`config.mk`:
```
export PLATFORM = sky130hd
export DESIGN_NAME = stream_mux
export DESIGN_NICKNAME = d
export VERILOG_FILES = /design/src/rtl/stream_mux.sv
export SDC_FILE = /design/constraint.sdc
export NUM_CORES = 1
export LEC_CHECK = 0
export CAP_MARGIN = 20
export CELL_PAD_IN_SITES_DETAIL_PLACEMENT = 0
export CELL_PAD_IN_SITES_GLOBAL_PLACEMENT = 1
export CORE_MARGIN = 3
export CORE_UTILIZATION = 25
export CTS_CLUSTER_SIZE = 10
export DETAILED_ROUTE_END_ITERATION = 10
export PLACE_DENSITY_LB_ADDON = 0.08
export SYNTH_ARGS = -nofsm -noshare
export SYNTH_HDL_FRONTEND = slang
export SYNTH_SLANG_ARGS = --single-unit
```
`constraint.sdc`:
```
create_clock -name clk -period 4.4 [get_ports clk]
set_clock_uncertainty 0.05 [all_clocks]
set_input_delay 1.32 -clock clk [delete_from_list [all_inputs] [get_ports clk]]
set_output_delay 1.32 -clock clk [all_outputs]
set_load 0.02 [all_outputs]
```
`src/rtl/stream_mux.sv`:
```
// N-channel valid/ready stream multiplexer with a one-entry registered output stage.
// Channels are chosen by an explicit select or round-robin, and held for whole packets.
module stream_mux #(
    parameter int WIDTH    = 16,
    parameter int CHANNELS = 4,
    parameter int MODE     = 0,
    parameter int SEL_W    = (CHANNELS > 2) ? $clog2(CHANNELS) : 1
) (
    input  logic                      clk,
    input  logic                      rst_n,
    input  logic [CHANNELS*WIDTH-1:0] in_data,
    input  logic [CHANNELS-1:0]       in_valid,
    input  logic [CHANNELS-1:0]       in_last,
    output logic [CHANNELS-1:0]       in_ready,
    input  logic [SEL_W-1:0]          sel,
    output logic [WIDTH-1:0]          out_data,
    output logic                      out_valid,
    output logic                      out_last,
    input  logic                      out_ready,
    output logic [SEL_W-1:0]          grant,
    output logic                      locked
);

    logic [SEL_W-1:0]    lock_ch_r;
    logic [SEL_W-1:0]    rr_ptr_r;
    logic [SEL_W-1:0]    rr_cand_s;
    logic                rr_ok_s;
    logic [SEL_W-1:0]    cand_s;
    logic                cand_ok_s;
    logic [CHANNELS-1:0] cand_oh_s;
    logic [WIDTH-1:0]    cand_data_s;
    logic                cand_last_s;
    logic                can_accept_s;
    logic                xfer_s;

    assign can_accept_s = !out_valid || out_ready;

    // Round-robin search: walk offsets from farthest to nearest so the nearest valid channel wins.
    always_comb begin
        int               idx;
        logic [SEL_W-1:0] idx_w;
        logic             hit;
        idx       = 0;
        idx_w     = '0;
        hit       = 1'b0;
        rr_cand_s = '0;
        rr_ok_s   = 1'b0;
        for (int off = CHANNELS; off >= 1; off--) begin
            idx       = (int'(rr_ptr_r) + off) % CHANNELS;
            idx_w     = SEL_W'(idx);
            hit       = in_valid[idx_w];
            rr_cand_s = hit ? idx_w : rr_cand_s;
            rr_ok_s   = rr_ok_s | hit;
        end
    end

    // Candidate selection: an open packet pins the channel, otherwise select or arbitrate.
    always_comb begin
        cand_s    = '0;
        cand_ok_s = 1'b0;
        if (locked) begin
            cand_s    = lock_ch_r;
            cand_ok_s = 1'b1;
        end else if (MODE == 1) begin
            cand_s    = rr_cand_s;
            cand_ok_s = rr_ok_s;
        end else begin
            cand_s    = sel;
            cand_ok_s = (int'(sel) < CHANNELS);
        end
    end

    // One-hot decode of the candidate and AND-OR gathering of its data and last marker.
    always_comb begin
        cand_oh_s   = '0;
        cand_data_s = '0;
        for (int i = 0; i < CHANNELS; i++) begin
            cand_oh_s[i] = cand_ok_s && (cand_s == SEL_W'(i));
            cand_data_s  = cand_data_s | (in_data[i*WIDTH +: WIDTH] & {WIDTH{cand_oh_s[i]}});
        end
    end

    assign cand_last_s = |(in_last & cand_oh_s);
    assign in_ready    = cand_oh_s & {CHANNELS{can_accept_s}};
    assign xfer_s      = |(in_valid & in_ready);

    // Output register, packet lock and arbitration pointer.
    always_ff @(posedge clk or negedge rst_n) begin
        if (!rst_n) begin
            out_valid <= 1'b0;
            out_data  <= '0;
            out_last  <= 1'b0;
            grant     <= '0;
            locked    <= 1'b0;
            lock_ch_r <= '0;
            rr_ptr_r  <= SEL_W'(CHANNELS - 1);
        end else if (xfer_s) begin
            out_valid <= 1'b1;
            out_data  <= cand_data_s;
            out_last  <= cand_last_s;
            grant     <= cand_s;
            rr_ptr_r  <= cand_s;
            locked    <= !cand_last_s;
            lock_ch_r <= cand_last_s ? lock_ch_r : cand_s;
        end else if (out_valid && out_ready) begin
            out_valid <= 1'b0;
        end else begin
            out_valid <= out_valid;
        end
    end

endmodule
```
==> metrics.md, run 1 <==
| Metric | Value |
|---|---|
| CP startpoint | `sel[1]` |
| Leak | `between 0.001 and 0.0015 uW` |
| Clk slew on worst S/H paths | `~0.090 ns` |
| Cell internal pwr | `870 uW` |
| CP Capture Type | `output pin` |
| Initial cell density of the core | `26.3%` |
| Placed cell area | `approximately 2600 um2` |
| CTS H-tree lvls | `1` |
| I/O pins | `between 100 and 150` |
| Max-cap violations | `0` |
| Clock buffer depth | `2` |
| Post-CTS Resized | `0` |
| Worst setup SP type | `input pin` |
| Critical Path Stages | `4` |
| Crit path largest cell delay | `0.63 ns` |
| GRT overflow | `0` |
| Syn Nets | `289` |
| Root buf cell | `clkbuf_8` |
| Finished Cell Area | `between 2000 and 3000 um2` |
| Total GRT Usage | `around 14%` |
| Ant. Diodes | `0` |
| Register area share after synthesis | `between 30% and 40%` |
| Final WL | `roughly 5.0 mm` |
| Critical Path RT | `just over 3 ns` |
| DRT antenna net count | `0` |
| Min Tclk post-route | `~4.3 ns` |
| Fin. max-slew vios | `0` |
| Bufs and invs on worst path | `2` |
| Critical-path top delay cell | `clkdlybuf4s50_1` |
| PD cells | `605 nW/um2` |
| Setup Buffers After CTS | `0` |
| Dpl cells | `375` |
| CP delay by family, top | `buffers and inverters` |
| TritonCTS Buffers | `3` |
| Syn. warnings | `0` |
| Crit path arrival time | `2.91 ns` |
| Reg2Reg Depth | `5` |
| Switching share of power | `a little under half` |
| Largest net degree at the start of global routing | `39` |
| First-pass GRT wire length | `7.85 mm` |
| Die W | `83.1 um` |
| Highest clock rate | `234 MHz` |
| HP Class | `reg -> reg` |
| Layout cells sized above 1 | `~5.2%` |
| Reg2reg start | `locked$_DFFE_PN0P_` |
| Post-Syn Instances | `about 210` |
| RSZ-0062 raised after global routing | `false` |
| Avg Cell Area, Syn | `between 7 and 8 um2` |
| Outcome | `completed` |
| Critical path endpoint | `in_ready[1]` |
| Area Growth Syn to Fin | `77.8%` |
| Yosys reg bits | `23` |
| Final-stage net count | `approximately 390` |
| Worst Max-Slew Pin Slew | `around 0.45 ns` |
| Wire length on met3 | `around 300 um` |
| Final setup viols | `0` |
| Number of port buffers | `101` |
| Vias in the first global route | `roughly 1600` |
| Num rows | `27` |
| Hold bufs inserted after CTS | `0` |
| Part of the power in registers | `24.4%` |
| Crit Path Max Fanout | `3` |
| Final Non-Filler Cells | `380` |
| DRT iter0 DRCs | `between 40 and 50` |
| Initial antenna violation count | `0` |
| Final hold violation count | `0` |
| Residual DRC | `0` |
| Met2 wire len | `around 2.3 mm` |
| Peak ir drop on the vdd network | `between 0.3 and 0.4 mV` |
| Core ar. | `between 5000 and 6000 um2` |
| Hold Path Cell Cnt | `2` |
| Die area | `~6900 um2` |
| Detailed Routing Iterations Pass 1 | `4` |
| Type of the worst setup path | `in -> out` |
| Placer Congestion | `between 0.7 and 0.8` |
| CTS tree | `yes` |
| Distinct cells, synth | `22` |
| Reg2reg end | `out_last$_DFFE_PN0P_` |
| Max_slew headroom | `a little under 70%` |
| Clk_lat worst skew | `0.26 ns` |
| Gate power share | `67.3%` |
| Post-DP HPWL | `between 3 and 4 mm` |
| WL met1 | `2.31 mm` |
| Pwr Total | `between 1500 and 2000 uW` |
| TritonCTS Sinks | `23` |
| Via count | `between 1500 and 2000` |
| WL per Instance | `around 13 um` |
| Via density | `between 4 and 5` |
| Post-Route Setup TNS | `0 ns` |
| Max Used Layer | `met4` |
| Clock power share | `between 8 and 9%` |
| Reg2reg setup slack | `1.87 ns` |
| Fin crit share | `a little over nine tenths` |
| Chip Height | `83.1 um` |
| Most Frequent Cell on Critical Path | `clkdlybuf4s50_1` |
| Fill cells | `579` |
| Crit path cell chain | `clkdlybuf4s50_1 > mux2_4 > nor3_1 > clkdlybuf4s50_1` |
| Cell Area, Synth | `1490 um2` |
| Switching Power | `~730 uW` |
area by class of cell:
class	count	area [um2]	area share, %
Timing Repair Buffer	107	1080	40.8
Clock buffer	4	45.0	1.71
Tap cell	72	90.1	3.41
Sequential cell	23	576	21.8
Multi-Input combinational cell	174	853	32.3
registers in the layout, summed over array words and instances (netlist names):
name,count
out_last,1
out_valid,1
out_data,16
grant,2
lock_ch_r,2
locked,1
cell usage after synthesis, drive strengths merged:
| cell | n | share of area [%] |
|---|---|---|
| dfrtp | 23 | 39 |
| nand2 | 100 | 25 |
| nor3 | 2 | 0.67 |
| nor2 | 2 | 0.51 |
| a21oi | 2 | 0.67 |
| o31ai | 2 | 1.0 |
| o21ai | 37 | 12 |
| buf | 6 | 3.1 |
| clkbuf | 9 | 2.4 |
| mux2i | 6 | 4.0 |
| mux2 | 3 | 2.8 |
| mux4 | 1 | 1.5 |
| nand3 | 16 | 5.4 |
| nand2b | 1 | 0.42 |
| nor2b | 1 | 0.42 |
| a31oi | 1 | 0.42 |
metrics by stage:
stage / worst slack, ns / util [%] / hold slack [ns]
after floorplan: 0.520 / - / 0.427
after global placement: 0.126 / 45.7 / 0.410
after detailed placement: 0.115 / 45.7 / 0.419
after CTS: 0.115 / 46.5 / 0.440
after global routing: 0.0906 / 46.8 / 0.459
final: 0.121 / 46.8 / 0.433
worst min path at each step:
stage | from | endpoint
5_1_grt | out_data[0]$_DFFE_PN0P_ | out_data[0]$_DFFE_PN0P_
2_1_floorplan | lock_ch_r[0]$_DFFE_PN0P_ | lock_ch_r[0]$_DFFE_PN0P_
4_1_cts | out_data[1]$_DFFE_PN0P_ | out_data[1]$_DFFE_PN0P_
6_report | out_data[1]$_DFFE_PN0P_ | out_data[1]$_DFFE_PN0P_
3_5_place_dp | out_data[1]$_DFFE_PN0P_ | out_data[1]$_DFFE_PN0P_
3_3_place_gp | grant[0]$_DFFE_PN0P_ | grant[0]$_DFFE_PN0P_
cell families (layout without fill, tap and decap cells):
family	count (synthesis)	in the layout	share of synthesized area [%]
AO/OA/AOI/OAI	42	42	14.6
buffers and inverters	15	111	5.47
multiplexers	10	10	8.34
flip-flops	23	23	38.8
AND/OR/NAND/NOR	122	122	32.9
power by group through the flow:
stage	sequential, uW	combinational (uW)	clock (uW)
final	390	1070	132
after global routing	407	1190	145
after CTS	392	1090	139
after detailed placement	395	1090	0
after global placement	392	1090	0
after floorplan	496	538	0
cells in the final DEF, fill, tap and decap left out:
| master | netlist | final |
|---|---|---|
| clkdlybuf4s50_1 | 0 | 101 |
| nand2_1 | 99 | 99 |
| o21ai_0 | 37 | 37 |
| dfrtp_1 | 23 | 23 |
| nand3_1 | 16 | 16 |
| mux2i_1 | 6 | 4 |
| buf_4 | 2 | 4 |
| clkbuf_8 | 0 | 3 |
| mux2i_4 | 0 | 2 |
| nor2_1 | 2 | 2 |
| mux2_4 | 2 | 2 |
| nor3_1 | 2 | 2 |
| o31ai_1 | 2 | 2 |
| a21oi_1 | 2 | 2 |
| nand2b_1 | 1 | 1 |
| nor2b_1 | 1 | 1 |
| mux4_2 | 1 | 1 |
| nand2_2 | 1 | 1 |
| a31oi_1 | 1 | 1 |
| mux2_2 | 1 | 1 |
| clkbuf_1 | 8 | 1 |
| buf_8 | 0 | 1 |
| buf_12 | 0 | 1 |
worst min-delay path: stages, from the launching register on:
cell and delay, ns:
dfrtp_1 0.35, nand2_1 0.05, o21ai_0 0.06
metal layers:
metal / vias up / global-route usage [%]
met5: - / 0
met1: 748 / 18.1
met2: 56 / 23.3
li1: 892 / -
met3: 2 / 3.08
met4: 0 / 3.12
Note: power is estimated with default switching activity, not from simulation.
==> run 2: changes to the inputs <==
Settings changed: RECOVER_POWER set to 25.
==> run 2 against run 1 <==
Largest power group unchanged; first-iteration DRC count did not move; maximum frequency did not move; utilization fell by 0.20 points; register-to-register slack hardly changed; sequential share of layout area rose by 0.093 points; count of clock-buffer cells in the layout unchanged; die area did not move; critical path depth unchanged; sequential power barely moved; final area decreased by 0.43%; flip-flop and latch count did not move.
==> metrics.md, run 2 (synthesis results as in run 1) <==
| Metric | Value |
|---|---|
| Crit Path Max Fanout | `3` |
| Fin crit share | `a little over nine tenths` |
| Area Growth Syn to Fin | `77.0%` |
| Routing usage on met2 | `approximately a quarter` |
| Layout cells sized above 1 | `under 10%` |
| Met1 Use GR | `between 10% and 20%` |
| Via density | `roughly 4.5` |
| HP Class | `reg -> reg` |
| Crit path cell chain | `clkdlybuf4s50_1 > mux2_4 > nor3_1 > clkdlybuf4s50_1` |
| Most common cell after layout, fill and taps aside | `clkdlybuf4s50_1` |
| Leak | `0.00115 uW` |
| Max-cap violations | `0` |
| Highest clock rate | `~230 MHz` |
| Ant. Diodes | `0` |
| RSZ-0062 raised after global routing | `false` |
| Type of the worst setup path | `in -> out` |
| Via count | `1698` |
| Worst setup SP type | `input pin` |
| Outcome | `completed` |
| Worst Max-Slew Pin Slew | `between 0.8 and 0.9 ns` |
| Root buf cell | `clkbuf_8` |
| Hold bufs inserted after CTS | `0` |
| Crit path arrival time | `around 2.9 ns` |
| Initial cell density of the core | `between 20% and 30%` |
| Critical Path RT | `3.03 ns` |
| Min Tclk post-route | `4.28 ns` |
| CTS tree | `yes` |
| I/O pins | `102` |
| DRT antenna net count | `0` |
| Clock buffer depth | `2` |
| Bufs and invs on worst path | `2` |
| Max reg flops | `16` |
| Detailed Routing Iterations Pass 1 | `4` |
| Post-Route Setup TNS | `0 ns` |
| Setup Buffers After CTS | `0` |
| Crit path largest cell delay | `about 0.63 ns` |
| Final setup viols | `0` |
| Clk slew on worst S/H paths | `approximately 0.090 ns` |
| Peak ir drop on the vdd network | `about 0.33 mV` |
| Chip Height | `83.1 um` |
| Largest net degree at the start of global routing | `39` |
| Max_slew headroom | `between 40% and 50%` |
| Core ar. | `approximately 5600 um2` |
| First-pass GRT wire length | `about 7.9 mm` |
| Placer Congestion | `approximately 0.73` |
| Number of port buffers | `between 100 and 150` |
| Most used routing layer | `met2` |
| Die W | `approximately 83 um` |
| PD cells | `607 nW/um2` |
| CP delay by family, top | `buffers and inverters` |
| Residual DRC | `0` |
| Post-DP HPWL | `3.67 mm` |
| Total GRT Usage | `between 10% and 20%` |
| GRT overflow | `0` |
| Vias in the first global route | `~1600` |
| Initial antenna violation count | `0` |
| Final WL | `approximately 5 mm` |
| Hold_ws | `0.433 ns` |
| Clk_lat worst skew | `0.26 ns` |
| DRT iter0 DRCs | `44` |
| Most frequent cells in the layout | `clkdlybuf4s50_1 (100), nand2_1 (99), o21ai_0 (37)` |
| Num rows | `27` |
| Die area | `around 6900 um2` |
| Post-CTS Resized | `0` |
| CP Capture Type | `output pin` |
| WL per Instance | `about 13 um` |
| Critical-path top delay cell | `clkdlybuf4s50_1` |
| TritonCTS Sinks | `23` |
| TritonCTS Buffers | `3` |
| Most Frequent Cell on Critical Path | `clkdlybuf4s50_1` |
| Fin. max-slew vios | `0` |
| Biggest registers after layout | `out_data: 16 flops, grant: 2 flops, lock_ch_r: 2 flops` |
| CTS H-tree lvls | `1` |
| Final-stage net count | `between 300 and 400` |
| Final hold violation count | `0` |
| Largest Register | `out_data` |
| Met3 Usage GRT | `3.08%` |
[run 2: layout make-up]
class,count,area [um2]
clock buffer,4,45.0
fill,581,3010
multi-input combinational,174,853
sequential,23,576
tap,72,90.1
timing repair buffer,107,1060
[run 2: stage by stage]
stage	instance area, um2	setup slack [ns]	power, uW	instances	util, %
after floorplan	1490	0.520	1030	212	-
after global placement	2580	0.126	1480	375	45.7
after detailed placement	2580	0.115	1490	375	45.7
after CTS	2630	0.115	1620	379	46.5
after global routing	2630	0.0906	1740	380	46.6
final	2630	0.121	1600	380	46.6
[run 2: routing by layer]
layer | share of wire, % | wire, um
met1 | 47 | 2310
met2 | 47 | 2340
met5 | 0 | 0
met4 | 0.42 | 21
met3 | 5.9 | 292
[run 2: final timing paths]
kind,start,endpoint,slack [ns],cells past startpoint
hold / removal,out_data[1]$_DFFE_PN0P_,out_data[1]$_DFFE_PN0P_,0.43,2
hold reg to reg,out_data[1]$_DFFE_PN0P_,out_data[1]$_DFFE_PN0P_,0.43,2
max in group asynchronous,rst_n,out_data[8]$_DFFE_PN0P_,1.83,2
min in group asynchronous,rst_n,grant[0]$_DFFE_PN0P_,1.38,1
setup reg to reg,locked$_DFFE_PN0P_,out_last$_DFFE_PN0P_,1.87,5
setup / recovery,sel[1],in_ready[1],0.12,4
[run 2: worst reg2reg max path: stages (launching register included)]
cell and delay, ns:
dfrtp_1 0.56, mux2_4 0.24, buf_4 0.36, mux4_2 0.62, nand2_2 0.27, mux2_4 0.33
[run 2: report_power, final]
part / switching, uW / total [uW] / leakage, uW / internal, uW
logic: 588 / 1070 / 0.000850 / 486
clock network: 67.9 / 132 / 0.0000228 / 64.6
registers: 70.9 / 390 / 0.000281 / 319
==> run 3: changes to the inputs <==
==> constraint.sdc (replaced) <==
create_clock -name clk -period 4.4 [get_ports clk]
set_clock_uncertainty 0.05 [all_clocks]
set_input_delay 1.1 -clock clk [delete_from_list [all_inputs] [get_ports clk]]
set_output_delay 1.1 -clock clk [all_outputs]
set_load 0.02 [all_outputs]
==> run 3 against run 2 <==
Total power is 2.0% lower; largest cell class unchanged; clock power hardly changed; global-route usage hardly changed; final cell count is 0.26% lower; sequential power is 1% lower.
==> metrics.md, run 3 (synthesis results as in run 1) <==
| Metric | Value |
|---|---|
| HP Class | `reg -> reg` |
| Biggest registers after layout | `out_data: 16 flops, grant: 2 flops, lock_ch_r: 2 flops` |
| WL per Instance | `roughly 13 um` |
| Crit Path Max Fanout | `3` |
| Root buf cell | `clkbuf_8` |
| Area Growth Syn to Fin | `75.7%` |
| CP Capture Type | `output pin` |
| TritonCTS Sinks | `23` |
| Initial antenna violation count | `0` |
| Max_slew headroom | `11.4%` |
| Worst setup SP type | `input pin` |
| Hold bufs inserted after CTS | `0` |
| Fill cells | `just under 600` |
| CTS tree | `yes` |
| Most common cell after layout, fill and taps aside | `clkdlybuf4s50_1` |
| Via count | `~1700` |
| Chip Height | `a little over 80 um` |
| Placer Congestion | `0.763` |
| Crit path arrival time | `between 2 and 3 ns` |
| I/O pins | `slightly above 100` |
| Leak | `0.00114 uW` |
| TritonCTS Buffers | `3` |
| Vias in the first global route | `about 1600` |
| Post-DP HPWL | `3.59 mm` |
| Critical Path RT | `3.25 ns` |
| Final WL | `approximately 4.8 mm` |
| Post-Route Setup TNS | `0 ns` |
| Clk_lat worst skew | `0.26 ns` |
| Final hold violation count | `0` |
| Clk slew on worst S/H paths | `approximately 0.08 ns` |
| Post-CTS Resized | `0` |
| Final Non-Filler Cells | `379` |
| Total GRT Usage | `13.8%` |
| Num rows | `27` |
| First-pass GRT wire length | `around 7.9 mm` |
| Min Tclk post-route | `3.83 ns` |
| Worst Max-Slew Pin Slew | `1.33 ns` |
| Clock buffer depth | `2` |
| Final setup viols | `0` |
| Initial cell density of the core | `about a quarter` |
| Layout cells sized above 1 | `4.56%` |
| Type of the worst setup path | `in -> out` |
| Fin crit share | `just under 90%` |
| Die area | `6900 um2` |
| Setup Buffers After CTS | `0` |
| Largest Register | `out_data` |
| CTS H-tree lvls | `1` |
| DRT iter0 DRCs | `54` |
| Max reg flops | `16` |
| Highest clock rate | `approximately 260 MHz` |
| Core ar. | `5640 um2` |
| Largest net degree at the start of global routing | `39` |
| Ant. Diodes | `0` |
| Most frequent cells in the layout | `clkdlybuf4s50_1 (100), nand2_1 (99), o21ai_0 (37)` |
| Footprint of the multi-input gates | `approximately 850 um2` |
| Max-cap violations | `0` |
| Fin. max-slew vios | `0` |
| Dpl cells | `375` |
| Detailed Routing Iterations Pass 1 | `4` |
| Peak ir drop on the vdd network | `roughly 0.25 mV` |
| Hold_ws | `between 0.4 and 0.5 ns` |
| Number of port buffers | `~100` |
| Outcome | `completed` |
| Die W | `roughly 83 um` |
| Via density | `approximately 4.4` |
| Final-stage net count | `between 300 and 400` |
| PD cells | `600 nW/um2` |
| GRT overflow | `0` |
| DRT antenna net count | `0` |
| Reg area | `around 580 um2` |
| RSZ-0062 raised after global routing | `false` |
| Residual DRC | `0` |
==> run 3: power by group <==
group	switching, uW	internal [uW]
sequential	67.3	319
combinational	578	470
clock	66.0	64.5
total	711	853
==> run 3: worst paths after layout <==
kind                            slack, ns                 start  depth (start not counted)                        to
max in group asynchronous            1.91                 rst_n                          2  out_data[12]$_DFFE_PN0P_
worst max-delay path                 0.57                sel[1]                          4               in_ready[1]
worst min-delay path                 0.43  grant[0]$_DFFE_PN0P_                          2      grant[0]$_DFFE_PN0P_
worst max register to register       1.76    locked$_DFFE_PN0P_                          6   out_data[3]$_DFFE_PN0P_
min in group asynchronous            1.61                 rst_n                          2  lock_ch_r[0]$_DFFE_PN0P_
worst min register to register       0.43  grant[0]$_DFFE_PN0P_                          2      grant[0]$_DFFE_PN0P_
==> run 3: stage by stage <==
| step | area (um2) | setup slack, ns | util, % | power, uW |
|---|---|---|---|---|
| floorplan | 1490 | 0.960 | - | 1030 |
| global placement | 2570 | 0.583 | 45.5 | 1460 |
| detailed placement | 2570 | 0.564 | 45.5 | 1460 |
| CTS | 2610 | 0.564 | 46.3 | 1600 |
| global route | 2610 | 0.534 | 46.2 | 1720 |
| finish | 2610 | 0.570 | 46.2 | 1560 |
==> run 3: worst max-delay path: stages <==
cell and delay, ns:
clkdlybuf4s50_1 0.46, mux2_4 0.31, nor3_1 0.19, clkdlybuf4s50_1 0.63
==> run 3: cell type report <==
type	instances	share of cell area, %
multi-input cells	174	32.7
flip-flops and latches	23	22.1
well taps	72	3.45
repair buffers	106	40.0
clock buffers	4	1.73
==> run 3: layer usage <==
metal,global-route usage [%],share of wire [%]
met2,22.7,46
met3,3.08,6.3
met1,18.6,47
met5,0,0
met4,3.12,0.44
